**src/rtl/line_pkg.sv**
```systemverilog
// Shared types for the line rasteriser: drawing direction and controller state.
package line_pkg;

   typedef enum logic [1:0] {
      VERT  = 2'd0,
      HORIZ = 2'd1,
      DIAG  = 2'd2,
      ADIAG = 2'd3
   } dir_t;

   typedef enum logic [1:0] {
      IDLE   = 2'd0,
      DRAW   = 2'd1,
      FINISH = 2'd2,
      ERR    = 'x
   } state_t;

endpackage

```
**src/rtl/line_step_counter.sv**
```systemverilog
// Pixel index counter for the line rasteriser; flags the final index of the line.
module line_step_counter #(
   parameter int unsigned LEN_W = 9
) (
   input  logic             clk,
   input  logic             reset,
   input  logic             clear,
   input  logic             inc,
   input  logic [LEN_W-1:0] len,
   output logic [LEN_W-1:0] step,
   output logic             last
);

   logic [LEN_W-1:0] step_q, step_d;

   always_comb begin
      step_d = step_q;
      if (clear) begin
         step_d = '0;
      end else if (inc) begin
         step_d = step_q + 1'b1;
      end
   end

   always_ff @(posedge clk) begin
      if (reset) begin
         step_q <= '0;
      end else begin
         step_q <= step_d;
      end
   end

   assign step = step_q;
   assign last = (step_q == len);

endmodule

```
**src/rtl/line_drawer.sv**
```systemverilog
// Line rasteriser: latches origin/length/direction on start and streams clipped pixel
// coordinates over a valid/ready port, one pixel index per retired step.
module line_drawer
   import line_pkg::*;
#(
   parameter int unsigned X_W      = 9,
   parameter int unsigned Y_W      = 8,
   parameter int unsigned LEN_W    = 9,
   parameter int unsigned SCREEN_W = 320,
   parameter int unsigned SCREEN_H = 240
) (
   input  logic             clk,
   input  logic             reset,
   input  logic             start,
   input  logic [1:0]       mode,
   input  logic [X_W-1:0]   x_in,
   input  logic [Y_W-1:0]   y_in,
   input  logic [LEN_W-1:0] len,
   input  logic             abort,
   output logic             pix_valid,
   input  logic             pix_ready,
   output logic [X_W-1:0]   pix_x,
   output logic [Y_W-1:0]   pix_y,
   output logic             busy,
   output logic             done
);

   // Wide enough that origin + index never wraps; y has an extra sign bit for ADIAG.
   localparam int unsigned PX_W = ((X_W > LEN_W) ? X_W : LEN_W) + 1;
   localparam int unsigned PY_W = ((Y_W > LEN_W) ? Y_W : LEN_W) + 2;

   state_t             state_q, state_d;
   logic [X_W-1:0]     x0_q, x0_d;
   logic [Y_W-1:0]     y0_q, y0_d;
   logic [LEN_W-1:0]   len_q, len_d;
   dir_t               mode_q, mode_d;

   logic [LEN_W-1:0]   step;
   logic               last;
   logic               cnt_clear;
   logic               cnt_inc;
   logic               retire;

   logic [PX_W-1:0]        px;
   logic signed [PY_W-1:0] py;
   logic signed [PY_W-1:0] y_ext;
   logic signed [PY_W-1:0] i_ext;
   logic                   in_bounds;

   line_step_counter #(
      .LEN_W (LEN_W)
   ) u_step (
      .clk   (clk),
      .reset (reset),
      .clear (cnt_clear),
      .inc   (cnt_inc),
      .len   (len_q),
      .step  (step),
      .last  (last)
   );

   always_comb begin
      y_ext = $signed(PY_W'(y0_q));
      i_ext = $signed(PY_W'(step));
      px    = PX_W'(x0_q);
      py    = y_ext;
      if (mode_q != VERT) begin
         px = PX_W'(x0_q) + PX_W'(step);
      end
      if (mode_q == VERT || mode_q == DIAG) begin
         py = y_ext + i_ext;
      end else if (mode_q == ADIAG) begin
         py = y_ext - i_ext;
      end
      in_bounds = (px < PX_W'(SCREEN_W)) && !py[PY_W-1] &&
                  (py < $signed(PY_W'(SCREEN_H)));
      pix_valid = (state_q == DRAW) && in_bounds;
      pix_x     = pix_valid ? px[X_W-1:0] : '0;
      pix_y     = pix_valid ? py[Y_W-1:0] : '0;
   end

   assign busy   = (state_q == DRAW);
   // Clipped pixels retire on their own, one per cycle.
   assign retire = (state_q == DRAW) && ((pix_valid && pix_ready) || !in_bounds);

   always_comb begin
      state_d   = state_q;
      x0_d      = x0_q;
      y0_d      = y0_q;
      len_d     = len_q;
      mode_d    = mode_q;
      cnt_clear = 1'b0;
      cnt_inc   = 1'b0;
      done      = 1'b0;
      unique case (state_q)
         IDLE: begin
            if (start) begin
               state_d   = DRAW;
               x0_d      = x_in;
               y0_d      = y_in;
               len_d     = len;
               mode_d    = dir_t'(mode);
               cnt_clear = 1'b1;
            end
         end
         DRAW: begin
            if (abort) begin
               state_d = IDLE;
            end else if (retire) begin
               if (last) begin
                  done    = 1'b1;
                  state_d = FINISH;
               end else begin
                  cnt_inc = 1'b1;
               end
            end
         end
         FINISH: begin
            if (!start) begin
               state_d = IDLE;
            end
         end
         default: state_d = ERR;
      endcase
   end

   always_ff @(posedge clk) begin
      if (reset) begin
         state_q <= IDLE;
         x0_q    <= '0;
         y0_q    <= '0;
         len_q   <= '0;
         mode_q  <= VERT;
      end else begin
         state_q <= state_d;
         x0_q    <= x0_d;
         y0_q    <= y0_d;
         len_q   <= len_d;
         mode_q  <= mode_d;
      end
   end

endmodule

```
**config.mk**
```make
export PLATFORM = sky130hd
export DESIGN_NAME = line_drawer
export DESIGN_NICKNAME = d
export VERILOG_FILES = /design/src/rtl/line_pkg.sv /design/src/rtl/line_step_counter.sv /design/src/rtl/line_drawer.sv
export SDC_FILE = /design/constraint.sdc
export NUM_CORES = 1
export LEC_CHECK = 0
export BUFFER_PORTS_ARGS = -buffer_cell sky130_fd_sc_hd__buf_4
export CAP_MARGIN = 20
export CORE_ASPECT_RATIO = 1.25
export CORE_UTILIZATION = 59
export CTS_BUF_LIST = sky130_fd_sc_hd__clkbuf_2
export DETAILED_ROUTE_END_ITERATION = 8
export MAX_ROUTING_LAYER = met4
export PLACE_DENSITY = 0.83
export SLEW_MARGIN = 20
export SYNTH_ARGS = -nofsm -noshare
export SYNTH_HDL_FRONTEND = slang
export SYNTH_HIERARCHICAL = 1
export SYNTH_SLANG_ARGS = --single-unit
```
**constraint.sdc**
```tcl
create_clock -name clk -period 4.25 [get_ports clk]
set_input_delay 0.85 -clock clk [delete_from_list [all_inputs] [get_ports clk]]
set_output_delay 0.85 -clock clk [all_outputs]
set_load 0.03 [all_outputs]
```
==> flow_summary.toml <==
[drt]
drc_errors = 0
viasPerCell = 6.10
drt_iter0_drc = 218
wire_per_inst_um = 17.3
ant_nets = 0
wirelength_mm = 9.47
firstDrtPassIters = 5
vias = 3339

[sta]
hold_viol_final = 0
fin_setup_tns_ns = -0.0290
setup_viol = 1
max_freq_ghz = 0.234
period_needed_ns = 4.28
fin_crit_sh_pct = 101
finClkSkew_ns = 0.0111
postLayoutSetupSlackWorst_ns = -0.0290
slew_headroom_pct = 51.9
slew_violations = 0
tightest_slew_ns = 0.721

[synth]
synthFlopType = "dfxtp_1"
yosysUniqueCellTypes = 63
synth_seq_cells = 39
synth_edf_count = 0
syn_area_per_cell_um2 = 7.50
yosysSeqAreaShare_pct = 24.3
synth_nets = 493
syn-instance-count = 428
synth_area_mm2 = 0.00321
yosys_warnings = 6
ys_async_sr_fraction_pct = 0

[placement]
globalplace.congestion = 0.981
dp_slack_ns = 0.266
port_buffers = 52
placed_area_mm2 = 0.00370
dp_hpwl_mm = 6.28

[setup_path]
cp_top_family = "compound AO/OA/AOI/OAI gates"
crit_path_start_kind = "flip-flop"
crit_required_ns = 3.40
cpPeakStageDelay_ns = 0.42
critPathBufInv = 3
reg2reg_slack_ns = 0.61
crit_chain = "ha_1 > inv_1 > fa_2 > nand2b_4 > a21oi_4 > o21ai_0 > mux2i_1 > o21ai_1 > nand4_1 > nor2_2 > nand2_2 > buf_12 > a211oi_1 > buf_4"
worstSetupPathType = "reg2out"
timing.critical_path.from = "u_step/step[0]$_SDFFE_PP0P_"
path_max_fanout = 9
r2r-start = "y0_q[4]$_SDFFE_PP0P_"
slowest_stage = "dfxtp_4"
endpoint_kind = "primary output"
arrival_ns = 3.43

[power_and_ir_drop]
peakVddDrop_v = 0.000211
leakagePower_uw = 0.00171
p_per_area_mw_per_mm2 = 281
power_uw = 1120

[clocking]
cts_max_level = 2
ctsHoldBuffers = 0
cts.path.max_buffers = 2
clock_latency_ns = 0.42
cts_sinks = 39
cts_tree = "built"
numCtsBuffers = 5
clockRootBuffer = "clkbuf_2"
clkTransAtPathRegs_ns = 0.21

[status]
violations = "setup timing"
status = "finished with violations"

[layout]
fin_area_mm2 = 0.00398
nNetsFinal = 549
fillers = 390
n_antenna_cell = 0
fin_util_pct = 77.3
drive_gt1_share_pct = 26.4
area_delta_synth_final_pct = 24.1

[global_routing]
grtUsageTotal_pct = 31.9
grt_pass1_wl_mm = 13.7
grt_max_degree = 32
antenna_found_initial = 0
grt_overflow = 0
grt_pass1_vias = 3138

[floorplanning]
ios = 53
dieArea_mm2 = 0.00574
start_util_pct = 62.3
die_height_um = 84.5
fp.dieW_um = 68.0
core.rowCount = 29
core_mm2 = 0.00515

[min_path]
min_from = "len_q[0]$_SDFFE_PP0P_"
hold_class = "reg2reg"

[job]
max_cap_violations = 0
[report_power, final]
part	total [uW]	internal, uW	leakage [uW]	switching (uW)
Clock	296	161	0.0000532	135
Combinational	400	170	0.00134	230
Sequential	423	391	0.000324	32.8
[per-stage QoR]
| stage | instances | hold WS, ns |
|---|---|---|
| floorplan | 428 | 0.448 |
| global placement | 536 | 0.460 |
| detailed placement | 536 | 0.462 |
| CTS | 544 | 0.485 |
| global route | 547 | 0.502 |
| finish | 547 | 0.482 |
[cell families (layout without fill, tap and decap cells)]
kind of cell	count (synthesis)	after routing	synth area share [%]
xor+xnor	25	25	6.82
buf+inv	47	104	6.00
flops	39	39	24.3
fa+ha+maj	32	32	13.2
simple gates	163	163	23.7
compound gates	113	113	23.1
mux	9	9	2.85
[worst register-to-register path, stage by stage, from the launching register on]
cell and delay [ns]:
dfxtp_1 0.48, ha_1 0.31, a211o_1 0.32, o211ai_1 0.12, o41ai_2 0.12, buf_4 0.16
mux2i_2 0.18, o22ai_2 0.13, a2111oi_4 0.44, nor3_2 0.16, nor3_1 0.40, nand4_4 0.21
or3_1 0.39, a21oi_1 0.16
[metal layers]
| layer | track usage [%] | vias up | wire length, um |
|---|---|---|---|
| met5 | - | - | 0 |
| met4 | 19.3 | 0 | 435 |
| met3 | 5.16 | 45 | 541 |
| met2 | 51.8 | 153 | 4780 |
| met1 | 35.2 | 1546 | 3720 |
| li1 | - | 1595 | - |
[registers in the layout, summed over array words and instances (netlist names)]
register,flops
u_step/step,9
mode_q,2
state_q,2
len_q,9
y0_q,8
x0_q,9
[cell usage after synthesis, types with 2 or more instances]
cell type	number	area, um2
a211o_1	2	17.5
a211oi_1	7	52.6
a21oi_1	51	255
a31oi_1	2	12.5
buf_1	2	7.51
buf_2	3	15.0
clkbuf_1	12	45.0
dfxtp_1	39	781
fa_1	3	60.1
ha_1	29	363
inv_1	26	97.6
mux2i_1	8	80.1
nand2_1	75	282
nand2b_1	4	25.0
nand3_1	4	20.0
nand4_1	6	37.5
nor2_1	40	150
nor2b_1	3	18.8
nor3_1	9	45.0
nor3_2	2	20.0
nor3b_1	2	15.0
nor4_1	2	12.5
o211ai_1	3	22.5
o21a_1	2	15.0
o21ai_0	21	105
o22ai_1	2	12.5
o31ai_1	2	15.0
or2_2	6	37.5
or3_1	4	25.0
xnor2_1	17	149
xor2_1	8	70.1
[worst paths after layout]
check                           cells after the start                           to
worst max register to register                     13  u_step/step[5]$_SDFFE_PP0P_
worst max-delay path                               14                     pix_y[2]
worst min-delay path                                2        len_q[0]$_SDFFE_PP0P_
worst min register to register                      2        len_q[0]$_SDFFE_PP0P_
[repair_timing]
action                                  in CTS  in global routing
buffers inserted                             0                  2
cloned                                       0                  1
endpoints found under the setup margin      19                 19
gates resized for setup                      5                 37
pin swaps                                    0                  7
endpoints found under the hold margin        0                  0
[cell type report]
class                           instances  area [um2]  share of cell area [%]
Clock buffer                            6        30.0                   0.754
Clock inverter                          2        60.1                    1.51
Inverter                               27         101                    2.54
Multi-Input combinational cell        342        2370                    59.5
Sequential cell                        39         798                    20.0
Tap cell                               62        77.6                    1.95
Timing Repair Buffer                   69         548                    13.8
[cell usage in the layout, fill, tap and decap left out, drive strengths merged, types with 2 or more instances in the layout]
cell type  instances
o31ai              3
nor4               2
nor2              40
o21a               2
fa                 3
xnor2             17
nand2             75
xor2               8
a211o              2
nand2b             4
mux2i              8
o22ai              3
bufinv             2
a211oi             7
nor3              11
nor3b              3
o21ai             21
nand4              7
o21bai             3
inv               27
a31oi              2
or2                6
nor2b              4
a21oi             53
or3                4
nand3              4
buf               68
ha                29
o211ai             3
clkbuf             7
a2111oi            2
dfxtp             39
(Power assumes the default switching activity.)
